File: config.mk
export PLATFORM = sky130hd
export DESIGN_NAME = idu_pipe
export DESIGN_NICKNAME = d
export VERILOG_FILES = /design/src/rtl/idu_pipe.sv
export SDC_FILE = /design/constraint.sdc
export NUM_CORES = 1
export LEC_CHECK = 0
export BUFFER_PORTS_ARGS = -buffer_cell sky130_fd_sc_hd__buf_2
export CAP_MARGIN = 20
export CORE_ASPECT_RATIO = 1.25
export CORE_MARGIN = 8
export CORE_UTILIZATION = 30
export DETAILED_ROUTE_END_ITERATION = 6
export GPL_ROUTABILITY_DRIVEN = 0
export HOLD_SLACK_MARGIN = 0.03
export PLACE_DENSITY = 0.57
export SLEW_MARGIN = 20
export SYNTH_ARGS = -nofsm -noshare
export SYNTH_HDL_FRONTEND = slang
export SYNTH_SLANG_ARGS = --single-unit
File: constraint.sdc
create_clock -name clk -period 3.5 [get_ports clk]
set_input_delay 0.7 -clock clk [delete_from_list [all_inputs] [get_ports clk]]
set_output_delay 0.7 -clock clk [all_outputs]
set_load 0.1 [all_outputs]
File: src/rtl/idu_pipe.sv
// idu_pipe: single-stage RV32I/RV64I instruction decoder with valid/ready flow control.
// Define IDU_PIPE_SKID_EN for a 2-entry (output + skid) buffer whose in_ready comes straight from a flop.
module idu_pipe #(
    parameter int XLEN = 64
) (
    input  logic            clk,
    input  logic            rst_n,
    input  logic            in_valid,
    output logic            in_ready,
    input  logic [31:0]     in_inst,
    input  logic [XLEN-1:0] in_pc,
    input  logic            flush,
    output logic            out_valid,
    input  logic            out_ready,
    output logic [XLEN-1:0] out_pc,
    output logic [XLEN-1:0] out_imm,
    output logic [3:0]      out_alu_ctr,
    output logic [8:0]      out_ctrl,
    output logic [14:0]     out_regs
);

    localparam bit RV64 = (XLEN == 64);

    localparam logic [3:0] ALU_ADD   = 4'd0;
    localparam logic [3:0] ALU_SUB   = 4'd1;
    localparam logic [3:0] ALU_PASSB = 4'd2;
    localparam logic [3:0] ALU_SLL   = 4'd3;
    localparam logic [3:0] ALU_SLT   = 4'd4;
    localparam logic [3:0] ALU_SLTU  = 4'd5;
    localparam logic [3:0] ALU_XOR   = 4'd6;
    localparam logic [3:0] ALU_SRL   = 4'd7;
    localparam logic [3:0] ALU_SRA   = 4'd8;
    localparam logic [3:0] ALU_OR    = 4'd9;
    localparam logic [3:0] ALU_AND   = 4'd10;

    localparam int C_APC  = 0;
    localparam int C_BIMM = 1;
    localparam int C_RW   = 2;
    localparam int C_BR   = 3;
    localparam int C_JMP  = 4;
    localparam int C_MR   = 5;
    localparam int C_MW   = 6;
    localparam int C_ILL  = 7;
    localparam int C_WORD = 8;

    localparam logic [6:0] OP_LUI    = 7'b0110111;
    localparam logic [6:0] OP_AUIPC  = 7'b0010111;
    localparam logic [6:0] OP_JAL    = 7'b1101111;
    localparam logic [6:0] OP_JALR   = 7'b1100111;
    localparam logic [6:0] OP_BRANCH = 7'b1100011;
    localparam logic [6:0] OP_LOAD   = 7'b0000011;
    localparam logic [6:0] OP_STORE  = 7'b0100011;
    localparam logic [6:0] OP_IMM    = 7'b0010011;
    localparam logic [6:0] OP_REG    = 7'b0110011;
    localparam logic [6:0] OP_IMM32  = 7'b0011011;
    localparam logic [6:0] OP_REG32  = 7'b0111011;

    typedef struct packed {
        logic [XLEN-1:0] pc;
        logic [XLEN-1:0] imm;
        logic [3:0]      alu;
        logic [8:0]      ctrl;
        logic [14:0]     regs;
    } bundle_t;

    function automatic logic [3:0] alu_sel(input logic [2:0] f3, input logic alt);
        case (f3)
            3'd0:    alu_sel = alt ? ALU_SUB : ALU_ADD;
            3'd1:    alu_sel = ALU_SLL;
            3'd2:    alu_sel = ALU_SLT;
            3'd3:    alu_sel = ALU_SLTU;
            3'd4:    alu_sel = ALU_XOR;
            3'd5:    alu_sel = alt ? ALU_SRA : ALU_SRL;
            3'd6:    alu_sel = ALU_OR;
            default: alu_sel = ALU_AND;
        endcase
    endfunction

    logic [6:0] opc;
    logic [2:0] f3;
    logic [6:0] f7;
    logic signed [31:0] imm_i32, imm_s32, imm_b32, imm_u32, imm_j32;
    logic [XLEN-1:0] imm_i, imm_s, imm_b, imm_u, imm_j;

    assign opc = in_inst[6:0];
    assign f3  = in_inst[14:12];
    assign f7  = in_inst[31:25];

    assign imm_i32 = {{20{in_inst[31]}}, in_inst[31:20]};
    assign imm_s32 = {{20{in_inst[31]}}, in_inst[31:25], in_inst[11:7]};
    assign imm_b32 = {{19{in_inst[31]}}, in_inst[31], in_inst[7], in_inst[30:25], in_inst[11:8], 1'b0};
    assign imm_u32 = {in_inst[31:12], 12'b0};
    assign imm_j32 = {{11{in_inst[31]}}, in_inst[31], in_inst[19:12], in_inst[20], in_inst[30:21], 1'b0};

    assign imm_i = XLEN'(imm_i32);
    assign imm_s = XLEN'(imm_s32);
    assign imm_b = XLEN'(imm_b32);
    assign imm_u = XLEN'(imm_u32);
    assign imm_j = XLEN'(imm_j32);

    bundle_t dec;
    logic    bad;

    always_comb begin
        dec      = '0;
        dec.pc   = in_pc;
        dec.regs = {in_inst[11:7], in_inst[24:20], in_inst[19:15]};
        dec.alu  = ALU_ADD;
        bad      = 1'b0;
        case (opc)
            OP_LUI: begin
                dec.imm = imm_u;
                dec.alu = ALU_PASSB;
                dec.ctrl[C_BIMM] = 1'b1;
                dec.ctrl[C_RW]   = 1'b1;
            end
            OP_AUIPC: begin
                dec.imm = imm_u;
                dec.ctrl[C_APC]  = 1'b1;
                dec.ctrl[C_BIMM] = 1'b1;
                dec.ctrl[C_RW]   = 1'b1;
            end
            OP_JAL: begin
                dec.imm = imm_j;
                dec.ctrl[C_APC]  = 1'b1;
                dec.ctrl[C_BIMM] = 1'b1;
                dec.ctrl[C_JMP]  = 1'b1;
                dec.ctrl[C_RW]   = 1'b1;
            end
            OP_JALR: begin
                bad = (f3 != 3'd0);
                dec.imm = imm_i;
                dec.ctrl[C_BIMM] = 1'b1;
                dec.ctrl[C_JMP]  = 1'b1;
                dec.ctrl[C_RW]   = 1'b1;
            end
            OP_BRANCH: begin
                bad = (f3 == 3'd2) || (f3 == 3'd3);
                dec.imm = imm_b;
                dec.alu = ALU_SUB;
                dec.ctrl[C_BR] = 1'b1;
            end
            OP_LOAD: begin
                // ld and lwu exist only on RV64
                bad = (f3 == 3'd7) || (!RV64 && (f3 == 3'd3 || f3 == 3'd6));
                dec.imm = imm_i;
                dec.ctrl[C_BIMM] = 1'b1;
                dec.ctrl[C_MR]   = 1'b1;
                dec.ctrl[C_RW]   = 1'b1;
            end
            OP_STORE: begin
                bad = f3[2] || (!RV64 && f3 == 3'd3);
                dec.imm = imm_s;
                dec.ctrl[C_BIMM] = 1'b1;
                dec.ctrl[C_MW]   = 1'b1;
            end
            OP_IMM: begin
                dec.imm = imm_i;
                dec.alu = alu_sel(f3, (f3 == 3'd5) && in_inst[30]);
                dec.ctrl[C_BIMM] = 1'b1;
                dec.ctrl[C_RW]   = 1'b1;
                // shift immediates: funct6 must be clean, shamt[5] only on RV64
                if (f3 == 3'd1)
                    bad = (in_inst[31:26] != 6'd0) || (!RV64 && in_inst[25]);
                else if (f3 == 3'd5)
                    bad = ({in_inst[31], in_inst[29:26]} != 5'd0) || (!RV64 && in_inst[25]);
            end
            OP_REG: begin
                dec.alu = alu_sel(f3, f7[5]);
                dec.ctrl[C_RW] = 1'b1;
                bad = (f7 != 7'h00) && !(f7 == 7'h20 && (f3 == 3'd0 || f3 == 3'd5));
            end
            OP_IMM32: begin
                dec.imm = imm_i;
                dec.alu = alu_sel(f3, (f3 == 3'd5) && f7[5]);
                dec.ctrl[C_BIMM] = 1'b1;
                dec.ctrl[C_RW]   = 1'b1;
                dec.ctrl[C_WORD] = 1'b1;
                case (f3)
                    3'd0:    bad = !RV64;
                    3'd1:    bad = !RV64 || (f7 != 7'h00);
                    3'd5:    bad = !RV64 || (f7 != 7'h00 && f7 != 7'h20);
                    default: bad = 1'b1;
                endcase
            end
            OP_REG32: begin
                dec.alu = alu_sel(f3, f7[5]);
                dec.ctrl[C_RW]   = 1'b1;
                dec.ctrl[C_WORD] = 1'b1;
                case (f3)
                    3'd0, 3'd5: bad = !RV64 || (f7 != 7'h00 && f7 != 7'h20);
                    3'd1:       bad = !RV64 || (f7 != 7'h00);
                    default:    bad = 1'b1;
                endcase
            end
            default: bad = 1'b1;
        endcase
        if (bad) begin
            dec.imm  = '0;
            dec.alu  = ALU_ADD;
            dec.ctrl = '0;
            dec.ctrl[C_ILL] = 1'b1;
        end
    end

    bundle_t out_q;
    logic    out_vld;
    logic    take;

    assign take        = in_valid && in_ready && !flush;
    assign out_valid   = out_vld;
    assign out_pc      = out_q.pc;
    assign out_imm     = out_q.imm;
    assign out_alu_ctr = out_q.alu;
    assign out_ctrl    = out_q.ctrl;
    assign out_regs    = out_q.regs;

`ifdef IDU_PIPE_SKID_EN
    bundle_t skid_q;
    logic    skid_empty;

    assign in_ready = skid_empty;

    // Output register plus skid; a stalled output parks the new bundle in the skid.
    always_ff @(posedge clk or negedge rst_n) begin
        if (!rst_n) begin
            out_vld    <= 1'b0;
            out_q      <= '0;
            skid_q     <= '0;
            skid_empty <= 1'b1;
        end else if (flush) begin
            out_vld    <= 1'b0;
            skid_empty <= 1'b1;
        end else if (out_vld && !out_ready) begin
            if (take) begin
                skid_q     <= dec;
                skid_empty <= 1'b0;
            end
        end else if (!skid_empty) begin
            out_q      <= skid_q;
            out_vld    <= 1'b1;
            skid_empty <= 1'b1;
        end else begin
            out_vld <= take;
            if (take)
                out_q <= dec;
        end
    end
`else
    assign in_ready = out_ready || !out_vld;

    always_ff @(posedge clk or negedge rst_n) begin
        if (!rst_n) begin
            out_vld <= 1'b0;
            out_q   <= '0;
        end else if (flush) begin
            out_vld <= 1'b0;
        end else if (in_ready) begin
            out_vld <= take;
            if (take)
                out_q <= dec;
        end
    end
`endif

endmodule

Yosys cells after proc, flatten, opt, wreduce, memory -nomap -nowiden
Index checks and enable logic that the tools add are counted.
{"block": "op_classes", "n_eq_ne": 20, "muxes": 24, "bitwise_logic": 1, "reduce_logical": 30}
{"cell": "64-bit one-hot mux with 5 select lines", "count": 1}
{"cell": "77-bit 2-to-1 mux", "count": 1}
{"cell": "4-bit one-hot mux with 7 select lines", "count": 2}
{"cell": "7-bit by 6-bit equality test with 1-bit output, second input constant", "count": 5}
{"cell": "7-bit by 5-bit equality test with 1-bit output, second input constant", "count": 3}
{"cell": "7-bit equality test, second input constant", "count": 3}
{"cell": "4-bit one-hot mux with 4 select lines", "count": 1}
{"cell": "1-bit 2-to-1 mux", "count": 14}
{"cell": "2-bit OR reduction", "count": 7}
{"cell": "3-bit equality test, second input constant", "count": 4}
{"cell": "1-bit one-hot mux with 9 select lines", "count": 1}
{"cell": "9-bit OR reduction", "count": 1}
{"cell": "4-bit 2-to-1 mux", "count": 2}
{"cell": "8-bit OR reduction", "count": 1}
{"cell": "7-bit by 2-bit equality test with 1-bit output, second input constant", "count": 1}
{"cell": "7-bit by 6-bit != test with 1-bit output, second input constant", "count": 1}
{"cell": "7-bit nonzero test", "count": 1}
{"cell": "3-bit by 2-bit equality test with 1-bit output, second input constant", "count": 2}
{"cell": "1-bit logical AND", "count": 6}
{"cell": "6-bit nonzero test", "count": 1}
{"cell": "5-bit nonzero test", "count": 1}
{"cell": "4-bit OR reduction", "count": 1}
{"cell": "3-bit by 1-bit equality test with 1-bit output, second input constant", "count": 1}
{"cell": "1-bit logical NOT", "count": 3}
{"cell": "other kinds (9)", "count": 11}
{"block": "totals", "ff_bits": 157, "inputBits": 101, "out_inout_bits": 158, "word_cells": 81}

Logic depth before layout (Yosys ltp)
Gate-level depths: netlist of run 1.
{"block": "depth", "ltp_word": 7, "mapped_depth": 7, "ltp_nobuf": 5}

Least setup slack after synthesis of run 1
No wires, ideal clock.
{"block": "synth_path", "kind": "register to register", "startpoint": "register out_vld (netlist: out_valid)", "endpoint": "register out_q (netlist bit out_pc[0])", "setup_ps": 68, "arrival_ps": 2674, "setup_slack_ps": 758, "stages_incl_launch_ff": 8, "n_path_buf": 2, "period_less_slack_ps": 2742, "path_cell_list": "dfrtp_1 > nor2b_1 > inv_1 > nand3b_1 > clkbuf_1 > buf_1 > nand2_1 > nand2_1"}
{"block": "synth_between", "elab_chain_cells": 5}
{"item": "start: declaration", "line_no": "207", "text": "logic out_vld;"}
{"item": "start signal: assignment", "line_no": "259", "text": "out_vld <= take;"}
{"item": "1-bit logical NOT (*)", "line_no": "250", "text": "assign in_ready = out_ready || !out_vld;"}
{"item": "1-bit logical OR (*)", "line_no": "250"}
{"item": "net in_ready", "line_no": "9", "text": "output logic in_ready,"}
{"item": "1-bit logical AND (2 in series)", "line_no": "210", "text": "assign take = in_valid && in_ready && !flush;"}
{"item": "3-bit AND reduction (no source line) (*)"}
{"item": "end signal: assignment", "line_no": "255", "text": "out_q <= '0;"}
{"item": "end signal: assignment", "line_no": "261", "text": "out_q <= dec;"}
{"item": "end: declaration", "line_no": "206", "text": "bundle_t out_q;"}
The timed path passes the listed nets; every way through them passes the cells marked *.
A chain may end at the register's enable or synchronous reset.

Worst setup path after layout of run 1
{"block": "layout_path", "startpoint": "input in_inst[26]", "endpoint": "register out_q (netlist bit out_imm[27])"}
{"block": "layout_between", "elab_chain_cells": 6, "elab_cells_between_ends": 15}
{"item": "start: declaration", "line_no": "10", "text": "input logic [31:0] in_inst,"}
{"item": "parallel branches: the longest is 4 deep, another holds 7-bit by 6-bit != test with 1-bit output"}
{"item": "1-bit one-hot mux with 9 select lines (*)", "line_no": "110", "text": "case (opc)"}
{"item": "77-bit 2-to-1 mux (*)", "line_no": "198", "text": "if (bad) begin"}
Every way passes the cells marked *.

==> flow_summary.toml, run 1 <==
[outcome]
status = "complete, no violations"

[grt]
grt_pass1_wl_mm = 29.73
antenna_found_initial = 0
grtUsageTotal = 0.1606
grt_pass1_vias = 5119
overflow = 0
grt_max_degree = 64

[timing]
timing.final.crit_share = 0.7316
rsz0062_at_grt = "false"
max_slew.worst_pin.slew_ns = 0.8052
fin_tns_setup_ns = 0
fmax_mhz = 390.6
setup_viol = 0
worst_slack_ns = 0.9395
skew_ns = 0.009632
maxSlewViolCount = 0
hold_viol = 0
relSlewSlack = 0.4547
period_minus_slack_ns = 2.560
timing.hold.ws_ns = 0.2320

[power]
max-vdd-ir-drop_mv = 0.3074
power_frac_seq = 0.320
leakagePower_nw = 4.409
p_sw_frac = 0.4201
combPwrFrac = 0.330
p_int_mw = 3.007
clockPowerShare = 0.350
power.density_mw_per_mm2 = 680.5
p_sw_mw = 2.178

[cells_and_area]
seq_area_mm2 = 0.003128
nNetsFinal = 934
layout-drive-gt1-share = 0.3621
final_cells = 1077
final_util = 0.4058
multiInputGateArea_mm2 = 0.002190
fill_cells = 1915
num_antenna_cells = 0
syn2layout_area_growth_pct = 33.09

[logic_synthesis]
synth.yosys.seq_area_share = 0.5463
yosysWarnings = 0
netlist_instances = 614
synth_nets = 715
avgSynthCellArea_um2 = 9.325
synthSimpleGateAreaFrac = 0.2301
synth.largest_area_cell = "dfrtp_1"
synth.most_common_cell = "nand2_1"
synth.area.mux_share = 0.005245
netlist_area_mm2 = 0.005725
synth_cell_type_count = 52
synth_compound_area_frac = 0.1447
async_flop_share = 1.000
netlist.area_leader.share = 0.5463
ys_seq_elements = 125
synthAdderAreaFrac = 0
synth_xor_area_frac = 0.001530
ys.flop_type = "dfrtp_1"
synth_top_family_by_area = "simple AND/OR/NAND/NOR gates"
synthTopCellsByArea = "dfrtp_1, nand2_1, a22o_1"
synth_common_cells = "nand2_1, dfrtp_1, a22o_1, buf_4, clkbuf_1"
synth_edf_count = 0

[clock_network]
post_cts_buffers = 0
cts.sinks = 125
postCtsHoldBufs = 0
htree_levels = 4
numCtsBuffers = 17
cts-resized-gates = 0
clkSlewWorstSetupHoldPaths_ns = 0.06
cts_buffer_depth = 2
tritoncts = "built"
insertion_delay_ns = 0.42
cts_root_buf = "clkbuf_16"

[place]
place_ws_ns = 0.5547
dp_cells = 1046
hpwl_mm = 14.33
port_buffers = 258

[routing]
drt-wirelength-per-cell_um = 17.85
first_pass_iters = 5
vias = 5138
route.detailed.drc = 0
via_per_inst = 4.771
ant_nets = 0
drtIter0Drc = 354
totalWireLength_mm = 19.22

[critical_path]
crit_arrival_ns = 2.90
startpoint_type = "primary input"
critPathKind = "primary input to register"
critPathCaptureType = "register"
required_ns = 3.84
cp_max_fo = 20

[floorplanning]
io_pins = 259
rows = 56
chipHeight_um = 170.5
start_util = 0.3049
dieArea_mm2 = 0.02379
die_w_um = 139.6
coreArea_mm2 = 0.01878

[min_path]
hold_path_class = "primary input to asynchronous set/reset pin"

[job]
max_cap_viol_count = 0
==> final timing paths <==
check	endpoint	slack [ns]	start	cells after the start
worst max-delay path	out_imm[27]	0.94	in_inst[26]	7
worst min-delay path	out_imm[26]	0.23	rst_n	1
worst max register to register	out_imm[27]	1.09	out_valid	6
worst min register to register	out_pc[44]	0.46	out_pc[44]	2
max in group asynchronous	out_pc[27]	2.53	rst_n	2
min in group clk	out_pc[44]	0.46	out_pc[44]	2
==> registers in the layout, summed over array words and instances (netlist names) <==
name and cells:
out_pc 64, out_imm 32, out_regs 15, out_ctrl 9
out_alu_ctr 4, out_valid 1
==> area by class of cell <==
| type | count | share of cell area |
|---|---|---|
| Clock buffer | 19 | 0.05681 |
| Clock inverter | 12 | 0.02250 |
| Inverter | 6 | 0.002956 |
| Multi-Input combinational cell | 415 | 0.2874 |
| Sequential cell | 125 | 0.4105 |
| Tap cell | 232 | 0.03810 |
| Timing Repair Buffer | 268 | 0.1818 |
==> per-stage QoR <==
stage	total power, mW	instance area, um^2
after detailed placement	3.407	7015
final	5.185	7620
after floorplan	3.061	5725
after CTS	5.255	7620
after global placement	3.398	7015
after global routing	5.403	7620
==> power groups by stage <==
stage / clock network (mW) / registers, mW / logic (mW)
2_1_floorplan: 0 / 2.73 / 0.331
3_5_place_dp: 0 / 1.68 / 1.73
5_1_grt: 1.94 / 1.68 / 1.78
3_3_place_gp: 0 / 1.68 / 1.72
4_1_cts: 1.87 / 1.66 / 1.73
6_report: 1.82 / 1.66 / 1.71
==> layout by cell type (no fill, tap or decap), types with 2 or more instances in the layout <==
| cell type | synthesis | routed |
|---|---|---|
| a211oi_1 | 2 | 2 |
| a21o_1 | 19 | 19 |
| a21oi_1 | 8 | 8 |
| a22o_1 | 32 | 32 |
| a31o_2 | 2 | 2 |
| a31oi_1 | 2 | 2 |
| a32o_1 | 14 | 14 |
| and3_1 | 4 | 4 |
| and3b_1 | 4 | 4 |
| buf_2 | 0 | 257 |
| buf_4 | 32 | 9 |
| bufinv_16 | 0 | 4 |
| clkbuf_1 | 23 | 2 |
| clkbuf_16 | 0 | 17 |
| clkinv_2 | 0 | 4 |
| clkinvlp_4 | 0 | 3 |
| dfrtp_1 | 125 | 125 |
| inv_1 | 6 | 6 |
| mux2i_1 | 3 | 3 |
| nand2_1 | 247 | 247 |
| nand2b_1 | 3 | 3 |
| nand3_1 | 4 | 4 |
| nand3b_1 | 3 | 3 |
| nor2_1 | 12 | 12 |
| nor2b_1 | 9 | 9 |
| nor3_1 | 7 | 7 |
| nor4_1 | 2 | 2 |
| o21ai_0 | 5 | 5 |
| o21ai_1 | 2 | 2 |
| o22ai_1 | 3 | 3 |
| or3_1 | 3 | 3 |
==> routing by layer <==
layer | up-vias | wire length (um) | track usage
li1 | 2477 | - | -
met1 | 2415 | 7856 | 0.1878
met2 | 226 | 9497 | 0.2657
met3 | 20 | 1529 | 0.05495
met4 | 0 | 340 | 0.06764
met5 | - | 0 | 0
==> critical path, cell delays in order <==
cell and delay (ns):
buf_2 0.11, or4_4 0.56, o311ai_2 0.25, a21oi_2 0.14, nor4_4 0.59, buf_4 0.37
a22o_1 0.17
==> logic make-up after synthesis <==
family / count (synthesis)
compound gates: 103
mux: 3
simple gates: 308
buf+inv: 74
flops: 125
xor+xnor: 1
Power figures use the tool's default switching activity.
==> inputs of run 2 (changes only) <==
clock period = 2.4 ns   (was 3.5 ns; I/O delays follow)
==> flow_summary.toml, run 2 (same netlist as run 1, synthesis figures left out) <==
[clock_network]
insertion_delay_ns = 0.41
clkSlewWorstSetupHoldPaths_ns = 0.06
cts_root_buf = "clkbuf_16"
htree_levels = 4
post_cts_buffers = 0
cts_buffer_depth = 2
cts-resized-gates = 0
cts.sinks = 125
tritoncts = "built"
numCtsBuffers = 17

[grt]
grt_pass1_vias = 5248
grt_pass1_wl_mm = 30.29
antenna_found_initial = 1
overflow = 0
grtUsageTotal = 0.1629
grt_max_degree = 70

[cells_and_area]
num_antenna_cells = 0
multiInputGateArea_mm2 = 0.002192
seq_area_mm2 = 0.003132
final_util = 0.4217
layout-drive-gt1-share = 0.3902
syn2layout_area_growth_pct = 38.31
fill_cells = 1926
final_common_cell = "buf_2"
layout_common_cells = "buf_2, nand2_1, dfrtp_1"
largest_register_ffs = 64
nNetsFinal = 967

[timing]
maxSlewViolCount = 0
hold_viol = 0
rsz0062_at_grt = "false"
skew_ns = 0.009148
max_slew.worst_pin.slew_ns = 0.7816
setup_viol = 0
period_minus_slack_ns = 2.205
worst_slack_ns = 0.1949
relSlewSlack = 0.4749
timing.final.crit_share = 0.9188
fmax_mhz = 453.5
fin_tns_setup_ns = 0

[critical_path]
startpoint_type = "register"
cp_slowest_cell = "dfrtp_1"
path_cells = "buf_2"
slowest_delay_ns = 0.76
crit_arrival_ns = 1.73
critPathCaptureType = "output pin"
critPathKind = "register to output pin"
cp.buffers_inverters = 1
cp_max_fo = 34
cpLargestDelayFamily = "flip-flops"
required_ns = 1.92

[floorplanning]
io_pins = 259
rows = 56
die_w_um = 139.6
coreArea_mm2 = 0.01878
dieArea_mm2 = 0.02379
chipHeight_um = 170.5
start_util = 0.3049

[power]
power.density_mw_per_mm2 = 963.1
p_total_mw = 7.626
p_sw_mw = 3.231
p_int_mw = 4.395
combPwrFrac = 0.333
max-vdd-ir-drop_mv = 0.4377
power_frac_seq = 0.317
p_sw_frac = 0.4237
clockPowerShare = 0.350
leakagePower_nw = 4.594

[place]
port_buffers = 258
place_ws_ns = -0.1064
hpwl_mm = 14.80

[routing]
drt-wirelength-per-cell_um = 17.65
drtIter0Drc = 301
via_per_inst = 4.713
route.detailed.drc = 0
totalWireLength_mm = 19.61
first_pass_iters = 4
ant_nets = 0
vias = 5236

[job]
max_cap_viol_count = 0

[min_path]
hold_path_class = "primary input to register"

[outcome]
status = "complete, no violations"
[run 2: cell count changes in the layout (fill, tap and decap cells not counted), moves of 2 or more]
cell	before	now
buf_12	1	3
buf_4	9	39
clkbuf_8	0	2
clkinv_2	4	2
clkinv_4	1	5
clkinvlp_4	3	1
inv_6	0	2
[run 2: tightest hold or removal path, cell delays in order]
cell	delay, ns
buf_2	0.07
nand2_1	0.04
nand2_1	0.04
[run 2: metrics by stage]
| stage | instance area [um^2] | hold WS [ns] | std cells |
|---|---|---|---|
| 2_1_floorplan | 5743 | 0.1844 | 614 |
| 3_3_place_gp | 7291 | 0.4048 | 1078 |
| 3_5_place_dp | 7291 | 0.4084 | 1078 |
| 4_1_cts | 7919 | 0.2282 | 1111 |
| 5_1_grt | 7919 | 0.2355 | 1111 |
| 6_report | 7919 | 0.2510 | 1111 |
[run 2: layout make-up]
| type | instances | share of cell area |
|---|---|---|
| clock buffers | 20 | 0.05767 |
| clock inverters | 12 | 0.02038 |
| inverters | 6 | 0.003318 |
| multi-input cells | 415 | 0.2768 |
| flip-flops and latches | 125 | 0.3955 |
| well taps | 232 | 0.03666 |
| repair buffers | 301 | 0.2097 |
[run 2: final timing paths]
path / from / slack (ns) / cells after the start / to
max: out_imm[62] / 0.19 / 1 / out_imm[40]
min: in_pc[27] / 0.25 / 3 / out_pc[27]
max reg2reg: out_valid / 0.28 / 6 / out_imm[8]
min reg2reg: out_pc[25] / 0.47 / 2 / out_pc[25]
max in group asynchronous: rst_n / 1.17 / 3 / out_regs[12]
min in group asynchronous: rst_n / 0.53 / 2 / out_imm[27]
[run 2: per-layer routing]
layer,part of all wire,up-vias,GRT usage
met5,0.00066,-,0
met1,0.41,2483,0.1909
met4,0.018,2,0.06149
met2,0.50,182,0.2749
met3,0.068,25,0.05214
li1,-,2544,-
[run 2: repair_timing]
action / CTS / global route
endpoints found under the hold margin: 32 / 0
hold buffers: 1 / 0
setup endpoints to repair: 0 / 0
[run 2: power by group through the flow]
stage	Clock [mW]	Combinational [mW]	Sequential, mW
2_1_floorplan	0	0.485	3.98
3_3_place_gp	0	2.55	2.45
3_5_place_dp	0	2.56	2.45
4_1_cts	2.76	2.56	2.42
5_1_grt	2.85	2.64	2.45
6_report	2.67	2.54	2.42
